--- src/rtl/uart_pkg.sv ---
// Shared types and constants for the oversampled UART receiver.
// Optional parity support in the receiver is enabled with UART_RX_PARITY_EN.
package uart_pkg;

  localparam int unsigned UART_OVERSAMPLE = 8;
  localparam int unsigned UART_BITCNT_W   = 19;

  typedef logic [UART_BITCNT_W-1:0] bitcnt_t;

  typedef enum logic [2:0] {
    StIdle,
    StStart,
    StData,
    StParity,
    StStop
  } uart_rx_state_e;

  // Bit period in clock cycles; a prescale of 0 behaves as 1.
  function automatic bitcnt_t uart_bit_period(input logic [15:0] prescale);
    bitcnt_t p;
    p = (prescale == 16'd0) ? bitcnt_t'(1) : bitcnt_t'(prescale);
    return p * bitcnt_t'(UART_OVERSAMPLE);
  endfunction

endpackage

--- src/rtl/uart_sync2.sv ---
// Generic two-flop synchroniser with a configurable reset value.
module uart_sync2 #(
  parameter logic ResetValue = 1'b1
) (
  input  logic clk,
  input  logic rst_n,
  input  logic d_i,
  output logic q_o
);

  logic meta_q;
  logic sync_q;

  always_ff @(posedge clk or negedge rst_n) begin
    if (!rst_n) begin
      meta_q <= ResetValue;
      sync_q <= ResetValue;
    end else begin
      meta_q <= d_i;
      sync_q <= meta_q;
    end
  end

  assign q_o = sync_q;

endmodule

--- src/rtl/uart_rx_oversampled.sv ---
// UART receiver (8N1, or 8E1/8O1 when UART_RX_PARITY_EN is defined) with mid-bit
// sampling and a one-entry AXI-Stream holding register.
module uart_rx_oversampled
  import uart_pkg::*;
#(
  parameter int unsigned DATA_WIDTH = 8,
  parameter bit          PARITY_ODD = 1'b0
) (
  input  logic                  clk,
  input  logic                  rst_n,
  input  logic [15:0]           prescale,
  input  logic                  rxd,
  output logic [DATA_WIDTH-1:0] m_axis_tdata,
  output logic                  m_axis_tvalid,
  input  logic                  m_axis_tready,
  output logic                  rx_busy,
  output logic                  rx_overrun_error,
`ifdef UART_RX_PARITY_EN
  output logic                  rx_frame_error,
  output logic                  rx_parity_error
`else
  output logic                  rx_frame_error
`endif
);

  uart_rx_state_e state_q, state_d;

  logic                  rxd_s;
  logic                  rxd_d_q;
  logic [1:0]            settle_q, settle_d;
  logic                  armed;
  logic                  start_edge;
  logic                  tick;
  logic                  last_bit;
  logic                  accept;
  bitcnt_t               bit_period;

  bitcnt_t               period_q, period_d;
  bitcnt_t               cnt_q, cnt_d;
  logic [3:0]            idx_q, idx_d;
  logic [DATA_WIDTH-1:0] shift_q, shift_d;
  logic                  par_q, par_d;
  logic                  par_bad_q, par_bad_d;
  logic [DATA_WIDTH-1:0] tdata_q, tdata_d;
  logic                  tvalid_q, tvalid_d;
  logic                  ovr_q, ovr_d;
  logic                  ferr_q, ferr_d;
`ifdef UART_RX_PARITY_EN
  logic                  perr_q, perr_d;
`endif

  uart_sync2 #(
    .ResetValue(1'b1)
  ) u_rxd_sync (
    .clk  (clk),
    .rst_n(rst_n),
    .d_i  (rxd),
    .q_o  (rxd_s)
  );

  // Edge detection stays disarmed until the reset values have flushed out of the
  // synchroniser and delay flop, so a line held low across reset is not a start bit.
  assign armed      = (settle_q == 2'd3);
  assign start_edge = armed && rxd_d_q && !rxd_s;
  assign tick       = (cnt_q == '0);
  assign last_bit   = (idx_q == 4'(DATA_WIDTH - 1));
  assign accept     = tvalid_q && m_axis_tready;
  assign bit_period = uart_bit_period(prescale);
  assign settle_d   = armed ? settle_q : settle_q + 2'd1;

  always_ff @(posedge clk or negedge rst_n) begin
    if (!rst_n) begin
      state_q <= StIdle;
    end else begin
      state_q <= state_d;
    end
  end

  always_comb begin
    state_d = state_q;
    unique case (state_q)
      StIdle:   if (start_edge) state_d = StStart;
      StStart:  if (tick) state_d = rxd_s ? StIdle : StData;
      StData: begin
        if (tick && last_bit) begin
`ifdef UART_RX_PARITY_EN
          state_d = StParity;
`else
          state_d = StStop;
`endif
        end
      end
      StParity: if (tick) state_d = StStop;
      StStop:   if (tick) state_d = StIdle;
      default:  state_d = StIdle;
    endcase
  end

  always_comb begin
    rx_busy          = (state_q != StIdle);
    m_axis_tdata     = tdata_q;
    m_axis_tvalid    = tvalid_q;
    rx_overrun_error = ovr_q;
    rx_frame_error   = ferr_q;
`ifdef UART_RX_PARITY_EN
    rx_parity_error  = perr_q;
`endif
  end

  always_comb begin
    period_d  = period_q;
    cnt_d     = cnt_q;
    idx_d     = idx_q;
    shift_d   = shift_q;
    par_d     = par_q;
    par_bad_d = par_bad_q;
    tdata_d   = tdata_q;
    tvalid_d  = tvalid_q;
    ovr_d     = 1'b0;
    ferr_d    = 1'b0;
`ifdef UART_RX_PARITY_EN
    perr_d    = 1'b0;
`endif

    if (accept) tvalid_d = 1'b0;

    if (state_q == StIdle) begin
      if (start_edge) begin
        period_d  = bit_period;
        cnt_d     = (bit_period >> 1) - bitcnt_t'(1);
        par_d     = PARITY_ODD;
        par_bad_d = 1'b0;
      end
    end else begin
      cnt_d = tick ? period_q - bitcnt_t'(1) : cnt_q - bitcnt_t'(1);
    end

    if (tick) begin
      unique case (state_q)
        StStart: idx_d = 4'd0;
        StData: begin
          shift_d = {rxd_s, shift_q[DATA_WIDTH-1:1]};
          par_d   = par_q ^ rxd_s;
          idx_d   = idx_q + 4'd1;
        end
        StParity: par_bad_d = par_q ^ rxd_s;
        StStop: begin
          // Priority: frame error, then parity error, then overrun.
          if (!rxd_s) begin
            ferr_d = 1'b1;
          end else if (par_bad_q) begin
`ifdef UART_RX_PARITY_EN
            perr_d = 1'b1;
`endif
          end else if (tvalid_q && !accept) begin
            ovr_d = 1'b1;
          end else begin
            tdata_d  = shift_q;
            tvalid_d = 1'b1;
          end
        end
        default: ;
      endcase
    end
  end

  always_ff @(posedge clk or negedge rst_n) begin
    if (!rst_n) begin
      rxd_d_q   <= 1'b1;
      settle_q  <= 2'd0;
      period_q  <= '0;
      cnt_q     <= '0;
      idx_q     <= '0;
      shift_q   <= '0;
      par_q     <= 1'b0;
      par_bad_q <= 1'b0;
      tdata_q   <= '0;
      tvalid_q  <= 1'b0;
      ovr_q     <= 1'b0;
      ferr_q    <= 1'b0;
`ifdef UART_RX_PARITY_EN
      perr_q    <= 1'b0;
`endif
    end else begin
      rxd_d_q   <= rxd_s;
      settle_q  <= settle_d;
      period_q  <= period_d;
      cnt_q     <= cnt_d;
      idx_q     <= idx_d;
      shift_q   <= shift_d;
      par_q     <= par_d;
      par_bad_q <= par_bad_d;
      tdata_q   <= tdata_d;
      tvalid_q  <= tvalid_d;
      ovr_q     <= ovr_d;
      ferr_q    <= ferr_d;
`ifdef UART_RX_PARITY_EN
      perr_q    <= perr_d;
`endif
    end
  end

endmodule
--- config.mk ---
export PLATFORM = sky130hd
export DESIGN_NAME = uart_rx_oversampled
export DESIGN_NICKNAME = d
export VERILOG_FILES = /design/src/rtl/uart_pkg.sv /design/src/rtl/uart_sync2.sv /design/src/rtl/uart_rx_oversampled.sv
export SDC_FILE = /design/constraint.sdc
export NUM_CORES = 1
export LEC_CHECK = 0
export BUFFER_PORTS_ARGS = -buffer_cell sky130_fd_sc_hd__buf_2
export CORE_MARGIN = 1
export CORE_UTILIZATION = 60
export DETAILED_ROUTE_END_ITERATION = 16
export PLACE_DENSITY = 0.83
export SLEW_MARGIN = 40
export SYNTH_ARGS = -nofsm -noshare
export SYNTH_HDL_FRONTEND = slang
export SYNTH_SLANG_ARGS = --single-unit
--- constraint.sdc ---
create_clock -name clk -period 5.63 [get_ports clk]
set_input_delay 0.563 -clock clk [delete_from_list [all_inputs] [get_ports clk]]
set_output_delay 0.563 -clock clk [all_outputs]
set_load 0.01 [all_outputs]
==> results.txt <==
leakage power: 1.953 nW
Syn Area/Cell: 9.407 µm²
crit-path max FO: 14
CP Capture Type: register
vias in the first global route: 3166
Pwr Density: 348.1 nW/µm²
Fin Hold WS: 0.2787 ns
layout cells sized above 1: 0.1964
DP HPWL: 6328 µm
Detail Route Antenna Nets: 0
RSZ-0062 raised after global routing: false
placer congestion estimate: 0.8623
drt total wl: 9010 µm
GRT Resource Usage Total: 0.2928
first-pass GRT wire length: 14680 µm
Gate Count Post-Synth: 415
Synth Flop Type: dfrtp_1
CTS tree: built
CTS Buf Count: 9
drt pass-1 iters: 5
area delta synth->final: 9.968%
Hold Fails Final Rpt: 0
Worst Max-Slew Pin Slew: 0.7761 ns
chip width: 82.66 µm
Final period util: 0.5223
grt total ovfl: 0
Worst Hold Class: input port to async pin
fin nets: 463
Worst-path clk slew: 0.09 ns
CP Launch Type: register
root buffer selected by CTS: clkbuf_8
Async S/R FF share, synth: 1.000
Initial Utilization: 0.6183
Crit path required time: 5.87 ns
Final min period: 2.941 ns
Cell Rows: 29
final setup fails: 0
routed len/inst: 17.33 µm
Arr. time, crit path: 3.18 ns
Setup TNS: 0 ns
Area after DPL: 4083 µm²
Non-Filler Instances: 520
Post CTS Setup Buffer Count: 0
DR vias/cell: 6.306
clk sink count: 68
register area share after synthesis: 0.4369
Detailed Route Iter0 Violations: 248
I/O Buffers: 31
num ports: 32
Clock Path Buffers: 2
Finished Core Util: 0.6799
largest net degree at the start of global routing: 69
n_diodes: 0
Net Count, Synth: 440
Slew headroom: 0.4786
core area: 6314 µm²
maximum clock frequency: 340.0 MHz
MaxCap Viol Count: 0
mapped cell area: 3904 µm²
antenna violations before repair: 0
Worst-Skew Late Latency: 0.37 ns
Crit Path Category: register to register
Die ar.: 6833 µm²
Peak VDD IR: 0.0002696 V
Hold Buf Count CTS: 0
die height: 82.66 µm
Vias: 3279
Slew Limit Fails: 0
Synth cell types: 66
#FFs+latches synth: 68
Worst Skew: 0.01612 ns
Yosys warning count: 0
CTS resizes: 0
DP Cell Count: 504
number of remaining DRC errors: 0
# H-tree levels: 3
status: finished clean
number of flops mapped to enable cells by yosys: 0
design area: 4293 µm²
[routing by layer]
layer / vias up / GRT usage / share of wire
li1: 1566 / - / -
met1: 1571 / 0.3700 / 0.43
met2: 125 / 0.4844 / 0.49
met3: 17 / 0.04835 / 0.056
met4: 0 / 0.1448 / 0.021
met5: - / 0 / 0
[cell usage after synthesis (all sizes together) (2+ instances only)]
master | n | area share
nand4b | 2 | 0.0045
nor2 | 28 | 0.031
o31a | 2 | 0.0045
dfrtp | 65 | 0.42
mux2i | 4 | 0.010
ha | 5 | 0.016
nand2 | 65 | 0.062
xnor2 | 10 | 0.022
nor3 | 19 | 0.024
a21oi | 9 | 0.012
buf | 4 | 0.0083
or4 | 9 | 0.019
o41ai | 2 | 0.0045
nand4 | 2 | 0.0032
nand2b | 4 | 0.0064
o21ai | 18 | 0.023
o22ai | 2 | 0.0032
a41oi | 2 | 0.0045
nor3b | 2 | 0.0038
xor2 | 16 | 0.036
mux2 | 16 | 0.054
o31ai | 6 | 0.012
dfstp | 3 | 0.020
or4b | 2 | 0.0061
or3 | 8 | 0.013
a31oi | 7 | 0.011
or2 | 4 | 0.0064
o32ai | 2 | 0.0045
inv | 8 | 0.0077
nor4 | 16 | 0.026
and3 | 2 | 0.0035
and2b | 2 | 0.0045
clkbuf | 17 | 0.016
a211o | 3 | 0.0067
a2bb2oi | 2 | 0.0045
or3b | 2 | 0.0045
o211ai | 5 | 0.0096
a221o | 2 | 0.0051
nand3 | 17 | 0.025
o21a | 3 | 0.0058
[power breakdown]
group / leakage [nW] / switching (mW) / internal (mW) / total, mW
Combinational: 0.985 / 0.205 / 0.163 / 0.368
Sequential: 0.865 / 0.117 / 0.581 / 0.698
Clock: 0.103 / 0.207 / 0.220 / 0.428
Total: 1.95 / 0.530 / 0.965 / 1.49
[sequential cells by signal, summed over array words and instances (netlist names)]
register,cells
par_bad_q,1
idx_q,4
rx_frame_error,1
u_rxd_sync.meta_q,1
cnt_q,19
state_q,3
m_axis_tvalid,1
rx_overrun_error,1
rxd_d_q,1
par_q,1
m_axis_tdata,8
u_rxd_sync.q_o,1
period_q,16
shift_q,8
settle_q,2
[logic make-up (layout without fill, tap and decap cells)]
| group | Yosys count | after routing | synth area share |
|---|---|---|---|
| AOI/OAI and AO/OA | 77 | 77 | 0.1378 |
| DFF | 68 | 68 | 0.4369 |
| xor gates and xnor gates | 26 | 26 | 0.05833 |
| adders and majority gates | 5 | 5 | 0.01603 |
| muxes | 20 | 20 | 0.06411 |
| buffers and inverters | 29 | 57 | 0.03237 |
| and+or+nand+nor | 190 | 190 | 0.2545 |
[worst paths after layout]
path / from / endpoint / slack (ns) / cells after the start
setup / recovery: cnt_q[0] / idx_q[2] / 2.69 / 7
hold / removal: rst_n / m_axis_tdata[7] / 0.28 / 2
setup reg to reg: cnt_q[0] / idx_q[2] / 2.69 / 7
hold reg to reg: u_rxd_sync.meta_q / u_rxd_sync.q_o / 0.37 / 0
max in group asynchronous: rst_n / cnt_q[2] / 4.90 / 2
min in group clk: rxd / u_rxd_sync.meta_q / 0.29 / 1
[metrics by stage]
step	setup slack [ns]	total power, mW
global route	2.571	1.573
detailed placement	2.464	1.068
finish	2.689	1.494
floorplan	2.731	0.9599
CTS	2.717	1.489
global placement	2.548	1.048
[layout by cell type (no fill, tap or decap), types with 3 or more instances in the layout]
| cell type | instances |
|---|---|
| buf_2 | 31 |
| a31oi_1 | 7 |
| or3_1 | 8 |
| xnor2_1 | 10 |
| mux2_4 | 8 |
| nand3_1 | 16 |
| o31ai_1 | 6 |
| nor3_1 | 19 |
| mux2_2 | 8 |
| or4_1 | 7 |
| dfrtp_1 | 65 |
| nor4_1 | 16 |
| dfstp_2 | 3 |
| o21ai_0 | 18 |
| a21oi_1 | 9 |
| nand2b_1 | 4 |
| or2_2 | 4 |
| o211ai_1 | 5 |
| a211o_1 | 3 |
| o21a_1 | 3 |
| ha_1 | 5 |
| clkbuf_8 | 10 |
| mux2i_1 | 4 |
| nor2_1 | 26 |
| nand2_1 | 64 |
| inv_1 | 8 |
| xor2_1 | 16 |
| clkinv_4 | 3 |
[cell type report]
| class | count | area, µm² |
|---|---|---|
| Multi-Input combinational cell | 318 | 2077 |
| Fill cell | 506 | 2021 |
| Sequential cell | 68 | 1705 |
| Timing Repair Buffer | 33 | 173.9 |
| Clock buffer | 10 | 137.6 |
| Tap cell | 77 | 96.34 |
| Clock inverter | 6 | 72.57 |
| Inverter | 8 | 30.03 |
[critical path, stage by stage, from the launching register on]
cell and delay [ns]:
dfrtp_1 0.43, inv_1 0.09, ha_1 0.20, or4b_1 0.65, nor2_8 0.22, nand3_1 0.48
o31a_1 0.47, a221o_1 0.27
(Power assumes the default switching activity.)
